<file path="src/rtl/labk_pkg.sv">
// Shared types and constants for the lab-kit mux z collector.
package labk_pkg;

    typedef enum logic {
        COLLECT = 1'b0,
        HOLD    = 1'b1
    } collect_state_t;

    localparam int unsigned LABK_DEFAULT_WIDTH = 8;

endpackage

</file>
<file path="src/rtl/bit_index_counter.sv">
// Bit-position counter for the collector: advances on enable, wraps to 0 after WIDTH-1.
module bit_index_counter #(
    parameter int unsigned WIDTH = 8
) (
    input  logic                       clk,
    input  logic                       reset,
    input  logic                       en,
    output logic [$clog2(WIDTH)-1:0]   idx,
    output logic                       atLast_c
);

    localparam int unsigned IDX_W = $clog2(WIDTH);

    assign atLast_c = (idx == IDX_W'(WIDTH - 1));

    always_ff @(posedge clk or posedge reset) begin
        if (reset) begin
            idx <= '0;
        end else if (en) begin
            idx <= atLast_c ? '0 : idx + IDX_W'(1);
        end
    end

endmodule

</file>
<file path="src/rtl/mux_z_collector.sv">
// Collects WIDTH mux z samples LSB-first and offers them as one word on a valid/ready port.
// Optional MUX_ONES_COUNT_EN adds out_ones, the population count of out_word.
module mux_z_collector
    import labk_pkg::*;
#(
    parameter int unsigned WIDTH = LABK_DEFAULT_WIDTH
) (
    input  logic                          clk,
    input  logic                          reset,
    input  logic                          z_in,
    input  logic                          z_valid,
    output logic                          z_ready,
    output logic [WIDTH-1:0]              out_word,
    output logic                          out_valid,
    input  logic                          out_ready
`ifdef MUX_ONES_COUNT_EN
    ,
    output logic [$clog2(WIDTH+1)-1:0]    out_ones
`endif
);

    localparam int unsigned IDX_W = $clog2(WIDTH);

    collect_state_t state;
    logic [IDX_W-1:0] idx;
    logic             atLast;
    logic             accept;

    // z_ready is a pure decode of the state register, so it drops the cycle HOLD is entered.
    assign z_ready = (state == COLLECT);
    assign accept  = z_valid && (state == COLLECT);

    bit_index_counter #(
        .WIDTH    (WIDTH)
    ) uIdx (
        .clk      (clk),
        .reset    (reset),
        .en       (accept),
        .idx      (idx),
        .atLast_c (atLast)
    );

    // Word FSM: fill in COLLECT, present and wait for the consumer in HOLD.
    always_ff @(posedge clk or posedge reset) begin
        if (reset) begin
            state     <= COLLECT;
            out_word  <= '0;
            out_valid <= 1'b0;
        end else begin
            case (state)
                COLLECT: begin
                    if (z_valid) begin
                        out_word[idx] <= z_in;
                        if (atLast) begin
                            state     <= HOLD;
                            out_valid <= 1'b1;
                        end
                    end
                end
                HOLD: begin
                    if (out_ready) begin
                        state     <= COLLECT;
                        out_valid <= 1'b0;
                    end
                end
                default: begin
                    state     <= COLLECT;
                    out_valid <= 1'b0;
                end
            endcase
        end
    end

`ifdef MUX_ONES_COUNT_EN
    localparam int unsigned ONES_W = $clog2(WIDTH + 1);

    // The first bit of each word restarts the count instead of accumulating.
    always_ff @(posedge clk or posedge reset) begin
        if (reset) begin
            out_ones <= '0;
        end else if (accept) begin
            if (idx == IDX_W'(0)) begin
                out_ones <= ONES_W'(z_in);
            end else begin
                out_ones <= out_ones + ONES_W'(z_in);
            end
        end
    end
`endif

endmodule
</file>
<file path="config.mk">
export PLATFORM = sky130hd
export DESIGN_NAME = mux_z_collector
export DESIGN_NICKNAME = d
export VERILOG_FILES = /design/src/rtl/labk_pkg.sv /design/src/rtl/bit_index_counter.sv /design/src/rtl/mux_z_collector.sv
export SDC_FILE = /design/constraint.sdc
export NUM_CORES = 1
export LEC_CHECK = 0
export BUFFER_PORTS_ARGS = -buffer_cell sky130_fd_sc_hd__buf_2
export CORE_AREA = 2 2 39 41
export DETAILED_ROUTE_END_ITERATION = 10
export DIE_AREA = 0 0 41 43
export PLACE_DENSITY_LB_ADDON = 0.05
export SLEW_MARGIN = 20
export SYNTH_ARGS = -nofsm -noshare
export SYNTH_HDL_FRONTEND = slang
export SYNTH_HIERARCHICAL = 1
export SYNTH_SLANG_ARGS = --single-unit
</file>
<file path="constraint.sdc">
create_clock -name clk -period 1.7 [get_ports clk]
set_input_delay 0.17 -clock clk [delete_from_list [all_inputs] [get_ports clk]]
set_output_delay 0.17 -clock clk [all_outputs]
set_load 0.03 [all_outputs]
</file>
==> results of run 1 <==
==> state kept, by name (all words and copies together) (netlist names) <==
name and count:
out_valid 1, out_word 8, uIdx/idx 3, state 1
==> critical path, stage by stage (launching register included) <==
cell	delay, ps
dfrtp_1	420
nand3b_1	220
nor3b_1	230
mux2_2	360
==> cell type report <==
cell class	count	area [um^2]	share of cell area [%]
well taps	16	20.0	2.79
multi-input cells	30	254	35.4
inverters	3	11.3	1.57
repair buffers	15	80.1	11.2
flip-flops and latches	13	325	45.4
clock buffers	4	26.3	3.66
==> layout by cell type, fill, tap and decap left out, drive strengths merged <==
| cell | synthesis | final |
|---|---|---|
| ha | 2 | 2 |
| dfrtp | 13 | 13 |
| nand2 | 2 | 2 |
| nor3 | 1 | 1 |
| nor2 | 2 | 2 |
| nand3b | 3 | 3 |
| o21ai | 1 | 1 |
| inv | 3 | 3 |
| and2b | 1 | 1 |
| nand4 | 1 | 1 |
| dlygate4sd3 | 0 | 1 |
| nor3b | 3 | 3 |
| clkbuf | 0 | 4 |
| a21oi | 2 | 2 |
| mux2 | 11 | 11 |
| buf | 0 | 14 |
| nand3 | 1 | 1 |
==> logic make-up after synthesis <==
group                    count (synthesis)
buffers and inverters                    3
AND/OR/NAND/NOR                         14
AO/OA/AOI/OAI                            3
flip-flops                              13
multiplexers                            11
adder cells (fa/ha/maj)                  2
==> synth_stat cells <==
master and count:
a21oi_1 2, and2b_2 1, dfrtp_1 13, ha_1 2, inv_1 3, mux2_1 1, mux2_2 10, nand2_1 2
nand3_1 1, nand3b_1 3, nand4_1 1, nor2_1 2, nor3_1 1, nor3b_1 2, nor3b_2 1, o21ai_0 1
==> per-stage QoR <==
stage,util [%],instance area [um^2],std cells
after floorplan,-,591,46
after global placement,49.2,681,76
after detailed placement,49.2,681,76
after CTS,51.8,717,81
after global routing,51.8,717,81
final,51.8,717,81
==> layer usage <==
layer / up-vias / GRT usage [%] / share of wire [%]
met5: - / 0 / 0
met4: 0 / 8.00 / 0
met3: 0 / 4.71 / 3.9
met2: 11 / 20.3 / 46
met1: 185 / 19.2 / 50
li1: 203 / - / -
==> repair_timing <==
| action | 4_1_cts | 5_1_grt |
|---|---|---|
| setup endpoints to repair | 0 | 0 |
| endpoints found under the hold margin | 13 | 0 |
| resized for setup | 0 | 0 |
| hold buffers | 1 | 0 |
==> report_power, final <==
| part | switching, mW | internal [mW] | total [mW] |
|---|---|---|---|
| clock network | 0.0960 | 0.0908 | 0.187 |
| logic | 0.401 | 0.287 | 0.688 |
| registers | 0.135 | 0.464 | 0.599 |
| total | 0.633 | 0.841 | 1.47 |
==> worst max path at each step <==
| stage | startpoint | endpoint | slack (ps) |
|---|---|---|---|
| CTS | state | out_word[3] | 340 |
| detailed placement | state | out_word[3] | 350 |
| global route | state | out_word[3] | 240 |
| global placement | state | out_word[3] | 350 |
| floorplan | state | out_word[3] | 440 |
| finish | state | out_word[5] | 360 |
==> flow_metrics.tcl, run 1 <==
set metrics [dict create \
    syn_to_final_growth_pct 21.4 \
    vias 399 \
    fmax_mhz 744 \
    n_antenna_cell 0 \
    crit_arrival_ps 1500 \
    fin_crit_ps 1340 \
    start_util_pct 42.7 \
    synthMuxAreaShare_pct 21.0 \
    critPathKind "flip-flop to flip-flop" \
    die_x_um 41 \
    num-nets-final 73 \
    setup_violations 0 \
    antenna_found_initial 0 \
    regToRegEndpoint "out_word[5]" \
    gp_congestion 0.722 \
    postRouteWirelength_um 1000 \
    synth-seq-cells 13 \
    ios 15 \
    fin_ws_ps 356 \
    finalHoldViolations 0 \
    core_mm2 0.00138 \
    synth-xor-area-share_pct 0 \
    design.die.area_mm2 0.00176 \
    worstPathRequired_ps 1860 \
    cts_buffers 3 \
    rsz0062_at_grt "false" \
    maxSlewViolCount 0 \
    cts_tree "done" \
    hp-start "out_ready" \
    synth_area_leaders "dfrtp_1 (55%), mux2_2 (19%), ha_1 (4.2%), nand3b_1 (3.8%), nor3b_1 (2.5%)" \
    htreeDepth 1 \
    syn_avg_cell_area_um2 12.8 \
    fin_skew_ps 2.21 \
    mappedNetlistArea_um2 591 \
    whs_path_depth 2 \
    vdd_drop_max_uv 1170 \
    power_density_mw_per_mm2 2060 \
    min_period_over_period_pct 79.0 \
    drive_gt1_share_pct 44.6 \
    yosys_warnings 6 \
    holdPathEnd "out_valid" \
    grt_pass1_wl_um 1670 \
    crit_fanout 5 \
    synth_top_area_share_pct 55.1 \
    rr_worst_depth 3 \
    grt_start_max_net_pins 11 \
    routed_via_density 4.93 \
    insertion_delay_ps 270 \
    start_kind "flip-flop" \
    synth_nets 53 \
    hp-class "input pin to flip-flop" \
    clkSinkCount 13 \
    synth-seq-area-share_pct 55.1 \
    synth_adder_area_share_pct 4.24 \
    hold_ws_ps 79.8 \
    groute.usage.overall_pct 14.5 \
    rows 14 \
    synth_top_area_cell "dfrtp_1" \
    r2r-start "state" \
    power.leakage_nw 0.332 \
    post_cts_buffers 0 \
    tightest_slew_ps 403 \
    drt-initial-drc-count 5 \
    dp_hpwl_um 752 \
    grt_pass1_vias 381 \
    numPortBuffers 14 \
    cts_buffer_depth 2 \
    yosys.area_share.simple_pct 15.3 \
    outcome "finished, final reports clean" \
    drc_errors 0 \
    final.setup.tns_ps 0 \
    grt_overflow 0 \
    fp.dieH_um 43 \
    power_mw 1.47 \
    syn-instance-count 46 \
    synth_top_family_by_area "multiplexers" \
    fill_cells 123 \
    crit_path_end_kind "flip-flop" \
    synth_compound_area_share_pct 2.54 \
    max_cap_violations 0 \
    relSlewSlack_pct 73.1 \
    clk_pin_slew_ps 80 \
    wire_per_inst_um 12.3 \
    yosys.cell_types.count 16 \
    antenna_left 0 \
    place_ws_ps 347 \
    cts_root_buffer "clkbuf_4" \
    drt_pre_antenna_iters 4 \
    rrSetupSlack_ps 360 \
]
No activity file was read; power rests on OpenSTA's default activity.
==> run 2: changes to the inputs <==
==> constraint.sdc (replaced) <==
create_clock -name clk -period 1.33 [get_ports clk]
set_input_delay 0.133 -clock clk [delete_from_list [all_inputs] [get_ports clk]]
set_output_delay 0.133 -clock clk [all_outputs]
set_load 0.03 [all_outputs]
==> run 2 against run 1 <==
Compared with the run above:
- the run now ends with negative setup slack left
- clock-buffer cell count is the same
- largest cell class unchanged
- first-iteration DRC count is 120% higher
- power is 38% higher
- final cell count grew 3.7%
- register-to-register slack lost 370 ps
- critical path type unchanged
==> flow_metrics.tcl, run 2 (same netlist as run 1, synthesis figures left out) <==
set metrics [dict create \
    outcome "finished with violations" \
    failed_checks "negative setup slack" \
    design.die.area_mm2 0.00176 \
    insertion_delay_ps 270 \
    comb_power_share_pct 51.1 \
    hold_ws_ps 50.1 \
    crit_fanout 5 \
    cts_buffer_depth 2 \
    fin_crit_ps 1340 \
    antenna_left 0 \
    setup_violations 1 \
    fin_ws_ps -12.2 \
    cts_tree "done" \
    ios 15 \
    max_cap_violations 0 \
    crit_path_end_kind "flip-flop" \
    drive_gt1_share_pct 57.4 \
    grt_pass1_wl_um 1680 \
    worstPathRequired_ps 1490 \
    hp-class "input pin to flip-flop" \
    n_antenna_cell 0 \
    dp_hpwl_um 737 \
    postRouteWirelength_um 1040 \
    fp.dieH_um 43 \
    groute.usage.overall_pct 14.2 \
    routed_via_density 5.05 \
    crit_path_cell_trace "nand3b_1 -> nor3b_2 -> mux2_2" \
    layout_commonest_cell "buf_2" \
    syn_to_final_growth_pct 32.0 \
    vdd_drop_max_uv 1210 \
    antenna_found_initial 0 \
    fmax_mhz 745 \
    clk_pin_slew_ps 70 \
    grt_overflow 0 \
    post-route-util_pct 56.3 \
    start_kind "flip-flop" \
    internal_power_mw 1.18 \
    largest_register "out_word" \
    pwr-share-seq_pct 37.4 \
    rsz0062_at_grt "true" \
    cp_slowest_cell "dfrtp_2" \
    drt-initial-drc-count 11 \
    wire_per_inst_um 12.3 \
    p_sw_share_pct 42.1 \
    drt_pre_antenna_iters 4 \
    largest_reg_flops 8 \
    largestRegisters "out_word: 8 flops, uIdx/idx: 3 flops" \
    critical-path-max-stage-delay_ps 440 \
    critPathKind "flip-flop to flip-flop" \
    drc_errors 0 \
    htreeDepth 1 \
    die_x_um 41 \
    min_period_over_period_pct 101 \
    relSlewSlack_pct 75.2 \
    core_mm2 0.00138 \
    clkSinkCount 13 \
    cts_root_buffer "clkbuf_4" \
    mostFrequentLayoutCells "buf_2 (14), dfrtp_1 (11), mux2_2 (8)" \
    power.leakage_nw 0.361 \
    vias 424 \
    tightest_slew_ps 371 \
    numPortBuffers 14 \
    maxSlewViolCount 0 \
    power.switching_uw 858 \
    whs_path_depth 2 \
    cts_buffers 3 \
    grt_pass1_vias 373 \
    grt_start_max_net_pins 11 \
    gp_congestion 0.674 \
    num-nets-final 76 \
    finalHoldViolations 0 \
    start_util_pct 42.7 \
    rr_worst_depth 3 \
    crit_arrival_ps 1500 \
    rows 14 \
    clockPowerShare_pct 11.5 \
    power_density_mw_per_mm2 2620 \
    fin_skew_ps 0.721 \
]
[run 2: critical path, delay by kind of cell (launching register included)]
family	cells	cell delay [ps]
flip-flops	1	440
multiplexers	1	350
AND/OR/NAND/NOR	2	440
[run 2: power groups by stage]
stage               Combinational, mW  Clock (mW)  Sequential, mW
global placement                0.928           0           0.746
global route                     1.14       0.264           0.797
floorplan                       0.386           0            1.03
CTS                             0.940       0.248           0.741
finish                           1.04       0.235           0.763
detailed placement              0.939           0           0.748
[run 2: what timing repair did]
item | in CTS | in global routing
endpoints found under the setup margin | 1 | 8
resized for setup | 0 | 10
hold buffers | 1 | 0
setup buffers | 0 | 2
endpoints found under the hold margin | 13 | 0
pin swaps | 0 | 3
[run 2: stage by stage]
stage	cells	setup TNS [ps]	setup slack (ps)	total power, mW	instance area (um^2)
after floorplan	46	0	68.7	1.42	591
after global placement	77	0	21.5	1.67	688
after detailed placement	77	0	10.6	1.69	688
after CTS	82	-3.61	-3.61	1.93	724
after global routing	84	-157	-65.9	2.20	779
final	84	-12.2	-12.2	2.04	779
[run 2: final timing paths]
kind | end | slack [ps] | start
max in group asynchronous | state | 650 | reset
worst min-delay path | out_valid | 50 | out_ready
worst max-delay path | out_word[5] | -10 | state
worst min register to register | out_word[6] | 510 | out_word[6]
worst max register to register | out_word[5] | -10 | state
min in group asynchronous | uIdx/idx[2] | 280 | reset
[run 2: cell type report]
cell class,instances,area (um^2)
tap,16,20.0
fill,125,604
sequential,13,328
timing repair buffer,18,103
clock buffer,4,26.3
inverter,3,11.3
multi-input combinational,30,292
[run 2: per-layer routing]
metal  vias up  GRT usage, %  part of all wire (%)
li1        210             -                     -
met1       205          21.5                    47
met2         9          18.1                    48
met3         0          4.71                   4.7
met4         0          6.00                     0
met5         -             0                     0
